<file path="src/rtl/fir_pkg.sv">
// Shared definitions for the fir_filter_mac slice: FSM states, default coefficients, clog2.
package fir_pkg;

  typedef enum logic [1:0] {
    ST_IDLE = 2'd0,
    ST_MAC  = 2'd1,
    ST_OUT  = 2'd2
  } fir_state_t;

  localparam int unsigned DEFAULT_TAPS = 19;

  // Symmetric low-pass prototype, peak at the centre tap.
  localparam int DEFAULT_COEF [DEFAULT_TAPS] = '{
    26, 270, 963, 2424, 4869, 8259, 12194, 15948, 18666, 19660,
    18666, 15948, 12194, 8259, 4869, 2424, 963, 270, 26
  };

  function automatic int unsigned clog2(input int unsigned v);
    int unsigned r;
    int unsigned x;
    r = 0;
    x = 1;
    while (x < v) begin
      x = x << 1;
      r++;
    end
    return r;
  endfunction

  function automatic int default_coef(input int unsigned i);
    if (i < DEFAULT_TAPS) return DEFAULT_COEF[i];
    return 0;
  endfunction

endpackage

</file>
<file path="src/rtl/fir_mac.sv">
// Signed multiply-accumulate datapath: selects one coef/tap pair per step and accumulates.
module fir_mac
  import fir_pkg::*;
#(
  parameter int unsigned DATA_W = 16,
  parameter int unsigned COEF_W = 16,
  parameter int unsigned TAPS   = 19,
  parameter int unsigned ACC_W  = 40,
  parameter int unsigned SHIFT  = 20
) (
  input  logic                     clk,
  input  logic                     reset,
  input  logic                     start,
  input  logic                     step,
  input  logic [clog2(TAPS)-1:0]   sel,
  input  logic signed [COEF_W-1:0] coefs [TAPS],
  input  logic signed [DATA_W-1:0] taps  [TAPS],
  output logic signed [ACC_W-1:0]  acc_sum
);

  // Half an output LSB, so the final arithmetic shift rounds half-up.
  localparam logic signed [ACC_W-1:0] BIAS = ACC_W'(1) << (SHIFT - 1);

  logic signed [ACC_W-1:0] acc;
  logic signed [ACC_W-1:0] coef_x;
  logic signed [ACC_W-1:0] tap_x;
  logic signed [ACC_W-1:0] prod;

  always_comb begin
    coef_x  = ACC_W'(coefs[sel]);
    tap_x   = ACC_W'(taps[sel]);
    prod    = coef_x * tap_x;
    acc_sum = acc + prod;
  end

  always_ff @(posedge clk) begin
    if (reset) begin
      acc <= '0;
    end else if (start) begin
      acc <= BIAS;
    end else if (step) begin
      acc <= acc_sum;
    end
  end

endmodule

</file>
<file path="src/rtl/fir_filter_mac.sv">
// Time-multiplexed FIR: one tap per cycle, IDLE/MAC/OUT handshake FSM and delay line.
// Optional macro FIR_SATURATE_EN clamps the output instead of wrapping.
module fir_filter_mac
  import fir_pkg::*;
#(
  parameter int unsigned DATA_W = 16,
  parameter int unsigned COEF_W = 16,
  parameter int unsigned TAPS   = 19,
  parameter int unsigned ACC_W  = 40,
  parameter int unsigned SHIFT  = 20
) (
  input  logic                   clk,
  input  logic                   reset,
  input  logic [DATA_W-1:0]      in,
  input  logic                   in_valid,
  output logic                   in_ready,
  output logic [DATA_W-1:0]      out,
  output logic                   out_valid,
  input  logic                   out_ready,
  input  logic                   coef_we,
  input  logic [clog2(TAPS)-1:0] coef_addr,
  input  logic [COEF_W-1:0]      coef_data
);

  localparam int unsigned   CW    = clog2(TAPS);
  localparam logic [CW-1:0] LAST  = CW'(TAPS - 1);
  localparam logic [CW:0]   NTAPS = (CW + 1)'(TAPS);

  fir_state_t              state;
  logic [CW-1:0]           n;
  logic signed [DATA_W-1:0] taps  [TAPS];
  logic signed [COEF_W-1:0] coefs [TAPS];
  logic signed [ACC_W-1:0] acc_sum;
  logic [DATA_W-1:0]       out_next;
  logic                    accept;
  logic                    mac_step;

  assign in_ready  = (state == ST_IDLE);
  assign out_valid = (state == ST_OUT);
  assign accept    = in_valid & in_ready;
  assign mac_step  = (state == ST_MAC);

  fir_mac #(
    .DATA_W (DATA_W),
    .COEF_W (COEF_W),
    .TAPS   (TAPS),
    .ACC_W  (ACC_W),
    .SHIFT  (SHIFT)
  ) u_mac (
    .clk     (clk),
    .reset   (reset),
    .start   (accept),
    .step    (mac_step),
    .sel     (n),
    .coefs   (coefs),
    .taps    (taps),
    .acc_sum (acc_sum)
  );

`ifdef FIR_SATURATE_EN
  localparam logic signed [ACC_W-1:0] OMAX = {{(ACC_W-DATA_W+1){1'b0}}, {(DATA_W-1){1'b1}}};
  localparam logic signed [ACC_W-1:0] OMIN = {{(ACC_W-DATA_W+1){1'b1}}, {(DATA_W-1){1'b0}}};
  logic signed [ACC_W-1:0] shifted;

  always_comb begin
    shifted = acc_sum >>> SHIFT;
    if (shifted > OMAX)      out_next = OMAX[DATA_W-1:0];
    else if (shifted < OMIN) out_next = OMIN[DATA_W-1:0];
    else                     out_next = shifted[DATA_W-1:0];
  end
`else
  always_comb begin
    out_next = DATA_W'(acc_sum >>> SHIFT);
  end
`endif

  always_ff @(posedge clk) begin
    if (reset) begin
      state <= ST_IDLE;
      n     <= '0;
      out   <= '0;
      for (int unsigned i = 0; i < TAPS; i++) begin
        taps[i]  <= '0;
        coefs[i] <= COEF_W'(default_coef(i));
      end
    end else begin
      unique case (state)
        ST_IDLE: begin
          if (coef_we && ({1'b0, coef_addr} < NTAPS)) coefs[coef_addr] <= coef_data;
          if (accept) begin
            taps[0] <= in;
            for (int unsigned i = 1; i < TAPS; i++) taps[i] <= taps[i-1];
            n     <= '0;
            state <= ST_MAC;
          end
        end
        ST_MAC: begin
          // The last tap's product is folded in combinationally as out is captured.
          if (n == LAST) begin
            out   <= out_next;
            state <= ST_OUT;
          end else begin
            n <= n + CW'(1);
          end
        end
        ST_OUT: begin
          if (out_ready) state <= ST_IDLE;
        end
        default: state <= ST_IDLE;
      endcase
    end
  end

endmodule

</file>
<file path="config.mk">
export PLATFORM = sky130hd
export DESIGN_NAME = fir_filter_mac
export DESIGN_NICKNAME = d
export VERILOG_FILES = /design/src/rtl/fir_pkg.sv /design/src/rtl/fir_mac.sv /design/src/rtl/fir_filter_mac.sv
export SDC_FILE = /design/constraint.sdc
export NUM_CORES = 2
export LEC_CHECK = 0
export BUFFER_PORTS_ARGS = -buffer_cell sky130_fd_sc_hd__buf_2
export CAP_MARGIN = 20
export CORE_MARGIN = 4
export CORE_UTILIZATION = 45
export CTS_BUF_LIST = sky130_fd_sc_hd__clkbuf_16
export CTS_CLUSTER_DIAMETER = 60
export DETAILED_ROUTE_END_ITERATION = 12
export SYNTH_ARGS = -nofsm -noshare
export SYNTH_HDL_FRONTEND = slang
export SYNTH_SLANG_ARGS = --single-unit
export TNS_END_PERCENT = 30
</file>
<file path="constraint.sdc">
create_clock -name clk -period 14.87 [get_ports clk]
set_input_delay 2.974 -clock clk [delete_from_list [all_inputs] [get_ports clk]]
set_output_delay 2.974 -clock clk [all_outputs]
set_load 0.03 [all_outputs]
</file>
After elaboration in Yosys (flattened, before gate mapping)
Index checks and enable logic that the tools add are counted.
Widths: inputs -> output; s select.
- add/sub/neg operators: 2
- multiply operators: 1
- $lt $le $gt $ge: 4
- equality and inequality tests: 7
- multiplexer cells: 32
- bitwise gates (word level): 3
- reduce and logical (&&, ||, !) cells: 13
- operators by type and width (operator ; number):
    $mux 304 ; 3
    $bwmux 304 ; 1
    $bmux 16 s5 ; 2
    $demux 16 s5 ; 1
    $mux 16 ; 5
    $mux 14 ; 3
    $add 40x32->40 ; 1
    $mux 20 ; 2
    $mul 16x16->32 ; 1
    $mux 15 ; 2
    $mux 5 ; 3
    $mux 13 ; 1
    $ge 6x6->1 const B ; 2
    $mux 12 ; 1
    $not 5->6 ; 2
    $mux 10 ; 1
    $pmux 5 s2 ; 1
    $mux 9 ; 1
    $reduce_bool 2->1 ; 4
    $lt 6x1->1 const B ; 1
    $mux 2 ; 3
    $ne 2x1->1 const B ; 3
    $pmux 2 s3 ; 1
    $reduce_and 2->1 ; 3
    12 further kinds ; 14
- bits in registers: 671
- output and inout port bits: 18
- word-level logic and storage cells: 105

Logic depth before layout (Yosys ltp)
- depth in word-level cells: 9
- gate-level depth with buffers: 35

Hierarchy
From an unflattened synthesis, not the netlist that was laid out.
- cell total of the unflattened synthesis: 4381
- area, all modules: 44597.8 sq um
- by module, submodules not included (module ; times used ; cells each ; area an instance (sq um) ; seq. area each (sq um)):
    fir_filter_mac ; 1 ; 2496 ; 26088.8 ; 15675.0
    fir_mac ; 1 ; 1885 ; 18509.0 ; 800.8

Worst setup path after synthesis
OpenSTA, ideal clock, no wires.
- path kind: input to register
- start point: input coef_addr[3]
- end point: register coefs[0] in the netlist's numbering, enable pin
- arrival: 7.472 ns
- setup slack: 6.839 ns
- cell stages on the path: 5
- buffers on the path: 1
- cell sequence: clkbuf_1 nor2_1 nand2_1 nand2_1 a31o_2
- cells in the longest elaborated chain, start to end: 4
- ends and longest elaborated chain (item ; line ; RTL):
    start, declared ; fir_filter_mac.sv:21 ; input logic [clog2(TAPS)-1:0] coef_addr,
    $lt 5x5->1 ; fir_filter_mac.sv:89 ; if (coef_we && ({1'b0, coef_addr} < NTAPS)) coefs[coef_addr] <= coef_data;
    $logic_and 1x1->1 ; fir_filter_mac.sv:89 ;
    $reduce_bool 2->1 (no source line) ; - ;
    $reduce_and 2->1 (no source line) ; - ;
    end signal, assigned by index ; fir_filter_mac.sv:84 ; coefs[i] <= COEF_W'(default_coef(i));
    end signal, assigned by index ; fir_filter_mac.sv:89 ;
    end, declared ; fir_filter_mac.sv:32 ; logic signed [COEF_W-1:0] coefs [TAPS];
Every way passes these cells.
A chain may end at the register's enable or synchronous reset.

Final worst setup path
- start point: register n[0]
- end point: register out[6]
- cells in the longest elaborated chain, start to end: 6
- elaborated cells between the ends (all ways): 11
- those cells by class: add/sub: 1; mul: 1; eq/ne: 1; mux: 6; bitwise: 1; reduce/logical: 1
- ends and longest elaborated chain (item ; line ; RTL):
    start, declared ; fir_filter_mac.sv:30 ; logic [CW-1:0] n;
    start signal, assigned ; fir_filter_mac.sv:103 ; n <= n + CW'(1);
    $not 5->6 (implied by the code) ; fir_mac.sv:30, fir_mac.sv:31 ;
    $bmux 16 s5 (on tied branches) ; fir_mac.sv:30, fir_mac.sv:31 ;
    $mux 16 (on tied branches) (2 in a row) ; fir_mac.sv:30, fir_mac.sv:31 ;
    $mul 16x16->32 ; fir_mac.sv:32 ; prod = coef_x * tap_x;
    $add 40x32->40 ; fir_mac.sv:33 ; acc_sum = acc + prod;
    end signal, assigned ; fir_filter_mac.sv:100 ; out <= out_next;
    end, declared ; fir_filter_mac.sv:17 ; output logic [DATA_W-1:0] out,
Several ways; a longest one is shown, not always the timed one. The select of a mux whose other input is x is not followed.

==> summary.md <==
| Metric | Value |
|---|---|
| Status | `completed` |
| Critical path startpoint category | `flip-flop` |
| Fillers | `8830` |
| Drt pass-1 iters | `6` |
| Post-synthesis xor/xnor area fraction | `less than 1%` |
| Die area | `~100000 µm²` |
| Post-Synth Simple-Gate Area | `roughly 18%` |
| Number of global-route vias before repair | `approximately 31000` |
| Largest net degree at the start of global routing | `between 150 and 200` |
| Hold Path Class | `reg2reg` |
| #FFs+latches synth | `approximately 670` |
| Worst-Margin Slew | `about 1.1 ns` |
| Main combinational cell family by area after synthesis | `simple AND/OR/NAND/NOR gates` |
| Nets | `just under 5000` |
| Largest cells by area after synthesis | `edfxtp_1, dfxtp_1, fa_1, nand2_1, mux4_2` |
| Synth Net Count | `between 5000 and 6000` |
| Arr. time, crit path | `10.23 ns` |
| Global-route wire length before repair | `183100 µm` |
| All-Layer GR Usage | `roughly 23%` |
| EDFF count, synth | `304` |
| Count of buffers from port buffering | `between 50 and 60` |
| Syn Area/Cell | `9.235 µm²` |
| Setup TNS | `0 ns` |
| DRT Wirelength | `between 100000 and 150000 µm` |
| Core area | `between 90000 and 100000 µm²` |
| H-Tree Depth | `3` |
| CTS Buffer Depth | `3` |
| Clk Latency, worst-skew pair | `between 0.6 and 0.7 ns` |
| Post-synthesis mux area share | `9.087%` |
| Height of the die | `between 300 and 400 µm` |
| Compound-Gate Fraction of Synth Area | `9.181%` |
| CP peak stage delay | `roughly 0.9 ns` |
| Avg WL per Cell | `about 20 µm` |
| Avg Vias per Cell | `between 5 and 6` |
| Area after DPL | `roughly 44000 µm²` |
| Util after Layout | `about half` |
| Top-count cell post-synth | `nand2_1` |
| I/O pin count | `60` |
| Initial core utilization | `a little under half` |
| Final Hold Viols | `0` |
| CTS tree | `built` |
| Cts hold-fix bufs | `0` |
| Crit path max-delay family | `adder cells` |
| Req. time, crit path | `about 15 ns` |
| Primary FF master, synth | `dfxtp_1` |
| Maximum fanout along the worst path | `between 40 and 50` |
| Adder-cell area share of the yosys netlist | `roughly 18%` |
| Mapped Cells | `between 4000 and 5000` |
| RSZ-0062 raised after global routing | `false` |
| Synth unique cells | `61` |
| Pwr/cell area | `approximately 130 nW/µm²` |
| Sequential fraction of the synthesis area | `about two fifths` |
| Antenna viol nets, final | `0` |
| Clock root cell | `clkbuf_16` |
| Pre-CTS setup slack | `between 5 and 6 ns` |
| Detailed Place HPWL | `72900 µm` |
| Synth cell count leaders | `nand2_1, a21oi_1, inv_1` |
| Slew Limit Headroom | `between 20 and 25%` |
| Inserted Clock Buffers | `81` |
| PnR worst setup slack | `5.186 ns` |
| Initial drt markers | `approximately 3400` |
| Worst setup EP type | `flip-flop` |
| GRT overflow | `0` |
| Finish-stage setup viols | `0` |
| Bufs and invs on worst path | `7` |
| CP max stage cell | `dfxtp_4` |
| Max Freq | `between 100 and 150 MHz` |
| Final Max Slew Viols | `0` |
| Worst vdd ir | `0.08646 mV` |
| Via count | `between 30000 and 40000` |
| Worst-path clk slew | `0.06 ns` |
| DRC | `0` |
| GP Congestion | `between 0.9 and 1` |
| Async SR Flop Fraction | `0%` |
| Syn Std Cell Area | `between 40000 and 50000 µm²` |
| Final period util | `65.12%` |
| Finished Cell Area | `roughly 46000 µm²` |
| Clock sink count | `around 670` |
| Leading area contributor after synthesis | `edfxtp_1` |
| # Post-CTS Setup Buffers | `0` |
| Synth top area share | `around 21%` |
| CTS resizes | `0` |
| Critical path class | `reg2reg` |
| Min cycle time layout | `around 9.7 ns` |
| Share of cells above drive strength 1 | `9.508%` |
| Rows | `between 100 and 150` |
| Die width | `~320 µm` |
| # Max-Cap Violations | `0` |
| Skew final | `0.04864 ns` |
| Leak pwr | `around 18 nW` |
| Initial antenna violation count | `3` |
| Layout area overhead | `8.737%` |
| Syn. warnings | `0` |
| Critical path's most frequent cell | `fa_1` |
| Total Power | `between 0.006 and 0.007 W` |
-- cell type report --
class / count / area [µm²] / share of cell area [%]
tap: 1254 / 1569 / 3.389
timing repair buffer: 119 / 818.3 / 1.768
clock buffer: 83 / 2077 / 4.486
antenna: 2 / 5.005 / 0.01081
sequential: 667 / 16410 / 35.44
inverter: 370 / 1389 / 3.000
clock inverter: 57 / 461.7 / 0.9973
multi-input combinational: 3258 / 23570 / 50.91
-- where the power goes --
part           internal (W)  switching, W  leakage (nW)
clock               0.00109      0.000816          1.29
combinational      0.000777       0.00128          10.8
sequential          0.00203     0.0000644          5.81
total               0.00389       0.00216          18.0
-- worst paths after layout --
kind,from,end,slack (ns),depth (start not counted)
worst max-delay path,n[0],out[6],5.19,27
worst min-delay path,taps[220],taps[204],0.44,2
worst max register to register,n[0],out[6],5.19,27
worst min register to register,taps[220],taps[204],0.44,2
-- sequential cells by signal, summed over array words and instances, names as in the netlist --
signal     flops
n              5
taps         304
out           16
coefs        304
u_mac.acc     36
state          2
-- routing by layer --
metal | vias to the layer above | part of all wire [%] | routed length (µm) | global-route usage, %
met5 | - | 0.0079 | 9 | 0
met4 | 2 | 2.7 | 3129 | 6.320
met3 | 200 | 7.4 | 8520 | 4.044
met2 | 1125 | 44 | 50770 | 35.31
met1 | 15780 | 45 | 52110 | 34.17
li1 | 14950 | - | - | -
-- layout by cell type, fill, tap and decap left out, types with 55 or more instances in the layout --
cell,synthesis,routed
a21oi_1,581,581
buf_2,36,58
buf_4,17,55
clkbuf_16,0,83
dfxtp_1,363,359
edfxtp_1,304,304
fa_1,314,314
ha_1,109,109
inv_1,367,381
mux4_2,152,152
nand2_1,1437,1436
nand3b_1,112,112
nor2_1,230,224
-- kinds of logic after synthesis --
logic type	after synthesis
buf+inv	685
mux	196
fa+ha+maj	423
simple gates	1886
compound gates	716
flops	667
xor+xnor	37
-- stage by stage --
step	std cells	hold WS [ns]
after global routing	5810	0.4767
after global placement	5667	0.4357
final	5810	0.4390
after detailed placement	5667	0.4439
after floorplan	4610	0.4319
after CTS	5807	0.4429
-- worst register-to-register path: cells and delay by family, from the launching register on --
family,cells,cell delay [ns]
AND/OR/NAND/NOR,4,1.15
adder cells (fa/ha/maj),7,3.42
flip-flops,1,0.91
AO/OA/AOI/OAI,9,2.50
buffers and inverters,7,1.58
Power figures use the tool's default switching activity.
